<file path="src/rtl/fetch_queue_unit.sv">
// Fetch stage: issues sequential reads to a 1-cycle instruction memory and queues {instr, pc} for decode.
// Head visible 2 cycles after issue; requests stop when the queue could overflow; redirect flushes all.
module fetch_queue_unit #(
  parameter int PC_W    = 16,
  parameter int INSTR_W = 9,
  parameter int DEPTH   = 4
) (
  input  logic                       clk,
  input  logic                       reset,
  output logic                       imem_req,
  output logic [PC_W-1:0]            imem_addr,
  input  logic [INSTR_W-1:0]         imem_data,
  output logic                       out_valid,
  input  logic                       out_ready,
  output logic [INSTR_W-1:0]         out_instr,
  output logic [PC_W-1:0]            out_pc,
  input  logic                       redirect_valid,
  input  logic [PC_W-1:0]            redirect_pc,
  input  logic [PC_W-1:0]            redirect_offset,
  input  logic                       redirect_sign,
  input  logic                       halt_req,
  output logic                       halted,
  output logic [$clog2(DEPTH+1)-1:0] occupancy
);

  localparam int AW = $clog2(DEPTH);
  localparam int CW = $clog2(DEPTH+1);
  localparam logic [CW:0] LIMIT    = (CW+1)'(DEPTH);
  localparam logic [CW:0] LIMIT_M1 = (CW+1)'(DEPTH-1);

  typedef struct packed {
    logic [INSTR_W-1:0] instr;
    logic [PC_W-1:0]    pc;
  } entry_t;

  entry_t          mem_q [DEPTH];
  logic [PC_W-1:0] fetch_pc_q, fetch_pc_d;
  logic [PC_W-1:0] inflight_pc_q, inflight_pc_d;
  logic            inflight_q, inflight_d;
  logic [AW-1:0]   rd_ptr_q, rd_ptr_d;
  logic [AW-1:0]   wr_ptr_q, wr_ptr_d;
  logic [CW-1:0]   count_q, count_d;
  logic            halted_q, halted_d;

  logic            pop;
  logic            push;
  logic [CW:0]     level;

  // Queued entries plus the read in flight: every one needs a slot.
  always_comb begin
    level     = {1'b0, count_q} + (CW+1)'(inflight_q);
    out_valid = (count_q != '0);
    pop       = out_valid && out_ready;
    push      = inflight_q && !redirect_valid && !reset;
    imem_req  = !reset && !halted_q && !redirect_valid && (level < LIMIT) &&
                !((level == LIMIT_M1) && inflight_q && !pop);
    imem_addr = fetch_pc_q;
    out_instr = mem_q[rd_ptr_q].instr;
    out_pc    = mem_q[rd_ptr_q].pc;
    halted    = halted_q;
    occupancy = count_q;
  end

  always_comb begin
    fetch_pc_d    = fetch_pc_q;
    inflight_pc_d = inflight_pc_q;
    inflight_d    = inflight_q;
    rd_ptr_d      = rd_ptr_q;
    wr_ptr_d      = wr_ptr_q;
    count_d       = count_q;
    halted_d      = halted_q | halt_req;
    if (redirect_valid) begin
      fetch_pc_d = redirect_sign ? redirect_pc + redirect_offset
                                 : redirect_pc - redirect_offset;
      inflight_d = 1'b0;
      rd_ptr_d   = '0;
      wr_ptr_d   = '0;
      count_d    = '0;
    end else begin
      if (push) wr_ptr_d = wr_ptr_q + AW'(1);
      if (pop)  rd_ptr_d = rd_ptr_q + AW'(1);
      count_d    = count_q + CW'(push) - CW'(pop);
      inflight_d = imem_req;
      if (imem_req) begin
        fetch_pc_d    = fetch_pc_q + PC_W'(1);
        inflight_pc_d = fetch_pc_q;
      end
    end
  end

  always_ff @(posedge clk) begin
    if (reset) begin
      fetch_pc_q    <= '0;
      inflight_pc_q <= '0;
      inflight_q    <= 1'b0;
      rd_ptr_q      <= '0;
      wr_ptr_q      <= '0;
      count_q       <= '0;
      halted_q      <= 1'b0;
    end else begin
      fetch_pc_q    <= fetch_pc_d;
      inflight_pc_q <= inflight_pc_d;
      inflight_q    <= inflight_d;
      rd_ptr_q      <= rd_ptr_d;
      wr_ptr_q      <= wr_ptr_d;
      count_q       <= count_d;
      halted_q      <= halted_d;
    end
  end

  // Payload storage needs no reset; validity is tracked by count_q.
  always_ff @(posedge clk) begin
    if (push) mem_q[wr_ptr_q] <= '{instr: imem_data, pc: inflight_pc_q};
  end

endmodule

</file>
<file path="config.mk">
export PLATFORM = sky130hd
export DESIGN_NAME = fetch_queue_unit
export DESIGN_NICKNAME = d
export VERILOG_FILES = /design/src/rtl/fetch_queue_unit.sv
export SDC_FILE = /design/constraint.sdc
export NUM_CORES = 1
export LEC_CHECK = 0
export CORE_ASPECT_RATIO = 1.5
export CORE_UTILIZATION = 51
export CTS_BUF_LIST = sky130_fd_sc_hd__clkbuf_4
export CTS_CLUSTER_DIAMETER = 100
export DETAILED_ROUTE_END_ITERATION = 16
export PLACE_DENSITY = 0.74
export SYNTH_ARGS = -nofsm -noshare
export SYNTH_HDL_FRONTEND = slang
export SYNTH_SLANG_ARGS = --single-unit
</file>
<file path="constraint.sdc">
create_clock -name clk -period 3 [get_ports clk]
set_input_delay 0.6 -clock clk [delete_from_list [all_inputs] [get_ports clk]]
set_output_delay 0.6 -clock clk [all_outputs]
set_load 0.05 [all_outputs]
</file>
==> results of run 1 <==
-- stage by stage --
step | TNS [ps] | worst slack, ps
after CTS | -51.1 | -31.2
after global placement | -4620 | -596
after detailed placement | -5390 | -694
final | 0 | 141
after global routing | 0 | 5.93
after floorplan | 0 | 39.5
-- flip-flops by register name, summed over array words and instances (netlist names), named ones only --
signal,cells
mem_q,100
imem_addr,16
inflight_q,1
rd_ptr_q,2
halted,1
inflight_pc_q,16
occupancy,3
wr_ptr_q,2
-- layout make-up --
type	instances	area [µm²]
inverter	12	45.0
antenna	1	2.50
tap	156	195
clock buffer	19	143
sequential	143	3870
timing repair buffer	177	1540
multi-input combinational	331	2700
fill	978	3980
clock inverter	13	164
-- where the power goes --
group / switching [µW] / internal, µW
combinational: 436 / 417
sequential: 66.5 / 2140
clock: 674 / 601
total: 1180 / 3160
-- routing by layer --
| layer | GRT usage (%) | part of all wire (%) | vias up |
|---|---|---|---|
| met3 | 4.43 | 3.9 | 15 |
| met4 | 8.13 | 1.4 | 0 |
| li1 | - | - | 2276 |
| met2 | 44.0 | 59 | 121 |
| met5 | 0 | 0 | - |
| met1 | 21.9 | 36 | 2262 |
-- worst min-delay path by stage --
stage               slack [ps]                 to  depth (start not counted)               from
floorplan                  460        mem_q[0][0]                          0   inflight_pc_q[0]
global placement           470       mem_q[3][13]                          0  inflight_pc_q[13]
detailed placement         490  inflight_pc_q[15]                          2      imem_addr[15]
CTS                        510  inflight_pc_q[15]                          2      imem_addr[15]
global route               530        mem_q[1][3]                          0   inflight_pc_q[3]
finish                     510  inflight_pc_q[13]                          2  inflight_pc_q[13]
-- cell usage after synthesis (all sizes together) (7+ instances only) --
library cell | count | area, µm²
xnor2 | 16 | 140
a211oi | 10 | 80.1
dfxtp | 43 | 861
edfxtp | 100 | 3000
nand2 | 47 | 176
ha | 30 | 375
and3 | 8 | 50.1
nor2 | 37 | 139
a21oi | 44 | 220
nand4 | 8 | 50.1
inv | 12 | 45.0
o21ai | 11 | 55.1
xor2 | 23 | 201
clkbuf | 14 | 52.6
nand3 | 7 | 35.0
mux4 | 25 | 563
buf | 11 | 58.8
-- critical path, delay by kind of cell --
family	cells	cell delay, ps
buffers and inverters	2	580
adders and majority gates	1	350
xor gates and xnor gates	2	410
AOI/OAI and AO/OA	4	470
and+or+nand+nor	4	840
-- cells by family (layout without fill, tap and decap cells) --
logic type / Yosys count / after routing
XOR/XNOR: 39 / 39
buffers and inverters: 37 / 221
AND/OR/NAND/NOR: 134 / 134
other: 0 / 1
flip-flops: 143 / 143
AO/OA/AOI/OAI: 99 / 99
multiplexers: 27 / 27
adder cells (fa/ha/maj): 32 / 32
-- timing repair --
item                       in CTS  in global routing
hold buffers                    0                  0
cloned                          0                  0
pin swaps                       8                 12
resized for setup              13                 12
buffers inserted                1                  1
setup endpoints to repair      10                 10
==> impl_metrics.ini, run 1 <==
[drt]
num_vias = 4674
ant_nets = 0
drtPass1Iterations = 5
routed_via_density = 5.49
initialDrtViolationCount = 233
wirelength_um = 14200
drt_drc_violations_left = 0
wire_per_inst_um = 16.7

[synthesis]
synthMuxAreaShare_pct = 8.77
synth_top_family_by_area = compound AO/OA/AOI/OAI gates
yosys_warnings = 0
syn_area_per_cell_um2 = 13.0
synth_simple_gate_area_share_pct = 9.39
postSynthRegisterBits = 143
synth_fa_ha_area_share_pct = 6.24
syn_area_um2 = 6660
synthCells = 511
synth-edff-count = 100
yosysUniqueCellTypes = 55
synth_compound_area_share_pct = 10.1
synth-xor-area-share_pct = 5.13
syn_nets = 590
ys_seq_area_share_pct = 58.0
async_flop_share_pct = 0
ys.flop_type = edfxtp_1

[worst_setup_path]
start_kind = input pin
critical_path_class = in2reg
r2r-start = occupancy[0]
crit_path_cell_trace = clkdlybuf4s50_1 -> nor3_2 -> and3b_1 -> buf_4 -> a21oi_1 -> xor2_1 -> ha_1 -> and3_1 -> nand2_1 -> a21oi_1 -> o41ai_2 -> xor2_1 -> a21oi_1
r2r_cells = 9
reg2reg_to = imem_addr[15]
cp_common_cell = a21oi_1
cp-endpoint = imem_addr[12]
critical-path-max-stage-delay_ps = 440
worstPathArrival_ps = 3250
end_kind = flip-flop
cp_max_fo = 4
crit_start = redirect_offset[5]
slowest_stage = clkdlybuf4s50_1
critical_path_required_ps = 3400
reg2reg_slack_ps = 680

[floorplanning]
core_um2 = 12600
die_area_um2 = 13500
initial_utilization_pct = 52.7
io_pins = 94
die_x_um = 95.3
rows = 50
die_h_um = 142

[cells_and_area]
syn2layout_area_growth_pct = 29.9
layout_commonest_cell = buf_4
nets = 761
final_cells = 852
final_cell_mix = buf_4, edfxtp_1, clkdlybuf4s50_1
post-route-util_pct = 68.5
finalInstanceArea_um2 = 8650
drive_gt1_share_pct = 26.6

[run_status]
status = finished, final reports clean

[global_route]
grt_pass1_vias = 4896
antenna_found_initial = 1
grt_usage_pct = 22.3
grt_pass1_wl_um = 22600
grt-ovfl-total = 0
grt_max_degree = 33

[sta]
slew_violations = 0
final_hold_viol_count = 0
relSlewSlack_pct = 62.9
rsz0062_at_grt = no
setup_viol = 0
min_period_ps = 2860
tightest_slew_ps = 555
fmaxAchievable_ghz = 0.350
fin_crit_sh_pct = 95.3
fin_worst_hold_slack_ps = 508
skew_ps = 20.5

[power_and_ir_drop]
vdd_ir_drop_max_v = 0.000203
p_total_uw = 4340
p_leak_uw = 0.00330
power.density_nw_per_um2 = 501

[hold_path]
hp-class = reg2reg

[place]
placed_area_um2 = 8270
gp_congestion = 0.797
io_buffers = 93
dp_cells = 817
dp_hpwl_um = 10500

[cts]
clk_pin_slew_ps = 120
clock_latency_ps = 510
cts_buffers = 17
tritoncts = yes
cts_buffer_depth = 2
cts.htree.levels = 4
clkSinkCount = 143
cts-root-buf = clkbuf_4

[job]
maxCapViolations = 0
Power figures use the tool's default switching activity.
==> inputs of run 2 (changes only) <==
Settings changed: CAP_MARGIN from default to 10, CTS_CLUSTER_SIZE from default to 25.
==> results of run 2 <==
No change in the layout: final DEF, timing and power equal those of run 1.
==> inputs of run 3 (changes only) <==
==> constraint.sdc (replaced) <==
create_clock -name clk -period 2.3 [get_ports clk]
set_input_delay 0.46 -clock clk [delete_from_list [all_inputs] [get_ports clk]]
set_output_delay 0.46 -clock clk [all_outputs]
set_load 0.02 [all_outputs]
==> run 3 against run 2 <==
  * The flow now finishes with violations (negative setup slack)
  * Worst setup slack lost 300 ps
  * Cell area grew 7.7%
  * Clock skew shrank 6.3 ps
  * Wire length grew 12%
  * Core utilization grew 5.3 points
  * Largest cell class unchanged
==> impl_metrics.ini, run 3 (synthesized netlist as in run 1, its figures left out) <==
[run_status]
status = finished, violations left
violations = negative setup slack

[worst_setup_path]
critical_path_class = in2reg
cp_max_fo = 3
worstPathArrival_ps = 2880
critical_path_required_ps = 2730
start_kind = input pin
end_kind = flip-flop

[global_route]
grt_usage_pct = 24.4
grt_pass1_wl_um = 24500
grt-ovfl-total = 0
antenna_found_initial = 1
grt_max_degree = 34
grt_pass1_vias = 5087

[place]
gp_congestion = 0.842
dp_hpwl_um = 10600
dp_worst_setup_slack_ps = -1190
io_buffers = 93

[cts]
cts_buffer_depth = 2
cts.htree.levels = 4
cts_buffers = 17
cts-root-buf = clkbuf_4
clkSinkCount = 143
tritoncts = yes
clk_pin_slew_ps = 120
clock_latency_ps = 510

[drt]
drtPass1Iterations = 4
initialDrtViolationCount = 201
wire_per_inst_um = 18.3
wirelength_um = 16000
drt_drc_violations_left = 0
ant_nets = 0
routed_via_density = 5.56
num_vias = 4845

[power_and_ir_drop]
vdd_ir_drop_max_v = 0.000384
p_leak_uw = 0.00352
power.density_nw_per_um2 = 619
p_total_uw = 5770

[cells_and_area]
post-route-util_pct = 73.8
layout_commonest_cell = edfxtp_1
syn2layout_area_growth_pct = 39.9
largest_register_ff_count = 100
regMostFlops = mem_q
nets = 781
n_fill_cell = 816
final_cell_mix = edfxtp_1, buf_4, clkdlybuf4s50_1
drive_gt1_share_pct = 36.2

[sta]
slew_violations = 0
fin_worst_hold_slack_ps = 481
tightest_slew_ps = 361
fin_crit_sh_pct = 107
setup_viol = 11
rsz0062_at_grt = yes
min_period_ps = 2450
fin_ws_ps = -154
fin_setup_tns_ps = -560
skew_ps = 14.2
final_hold_viol_count = 0
relSlewSlack_pct = 75.9
fmaxAchievable_ghz = 0.407

[floorplanning]
initial_utilization_pct = 52.7
die_area_um2 = 13500
die_x_um = 95.3
die_h_um = 142
rows = 50
io_pins = 94
core_um2 = 12600

[job]
maxCapViolations = 0

[hold_path]
hp-class = in2reg
run 3: area by class of cell:
type / instances / area (µm²) / share of cell area (%)
tap: 156 / 195 / 2.09
multi-input combinational: 331 / 2980 / 31.9
clock inverter: 12 / 168 / 1.80
inverter: 12 / 62.6 / 0.671
clock buffer: 20 / 150 / 1.61
sequential: 143 / 3870 / 41.5
antenna: 1 / 2.50 / 0.0268
timing repair buffer: 197 / 1900 / 20.3
run 3: per-stage QoR:
step           cell area (µm²)  instances
2_1_floorplan             6770        511
5_1_grt                   9320        872
4_1_cts                   9090        865
3_5_place_dp              8490        821
3_3_place_gp              8490        821
6_report                  9320        872
run 3: path summary, 6_finish.rpt:
| check | startpoint | to | slack, ps | cells after the start |
|---|---|---|---|---|
| max reg2reg | occupancy[2] | occupancy[2] | 110 | 10 |
| min | redirect_offset[0] | imem_addr[0] | 480 | 5 |
| max | redirect_offset[1] | imem_addr[15] | -150 | 15 |
| min reg2reg | inflight_pc_q[3] | inflight_pc_q[3] | 510 | 2 |
run 3: critical path, stage by stage:
cell	delay [ps]
buf_12	110
inv_12	40
ha_4	110
nor2b_4	220
a21oi_4	90
nor2_4	130
a21oi_2	80
xor2_1	160
ha_1	350
a21oi_2	190
o21bai_1	120
a221o_1	370
a21oi_2	150
xnor2_2	90
a211oi_2	180
run 3: repair_timing:
action	CTS	global route
gates cloned	4	0
setup endpoints to repair	39	36
setup buffers	8	7
resized for setup	195	67
hold buffers	0	0
pin swaps	39	34
hold endpoints to repair	0	0
run 3: layer usage:
metal  wire length (µm)  up-vias  part of all wire, %  global-route usage [%]
met2               9250      148                   58                    46.7
met3                629       41                  3.9                    4.43
li1                   -     2322                    -                       -
met1               5570     2334                   35                    24.1
met5                  0        -                    0                       0
met4                556        0                  3.5                    12.5
run 3: where the power goes:
group          switching (µW)  total, µW  internal, µW
clock network             843       1730           891
registers                83.4       2880          2790
logic                     549       1160           612
total                    1480       5770          4300
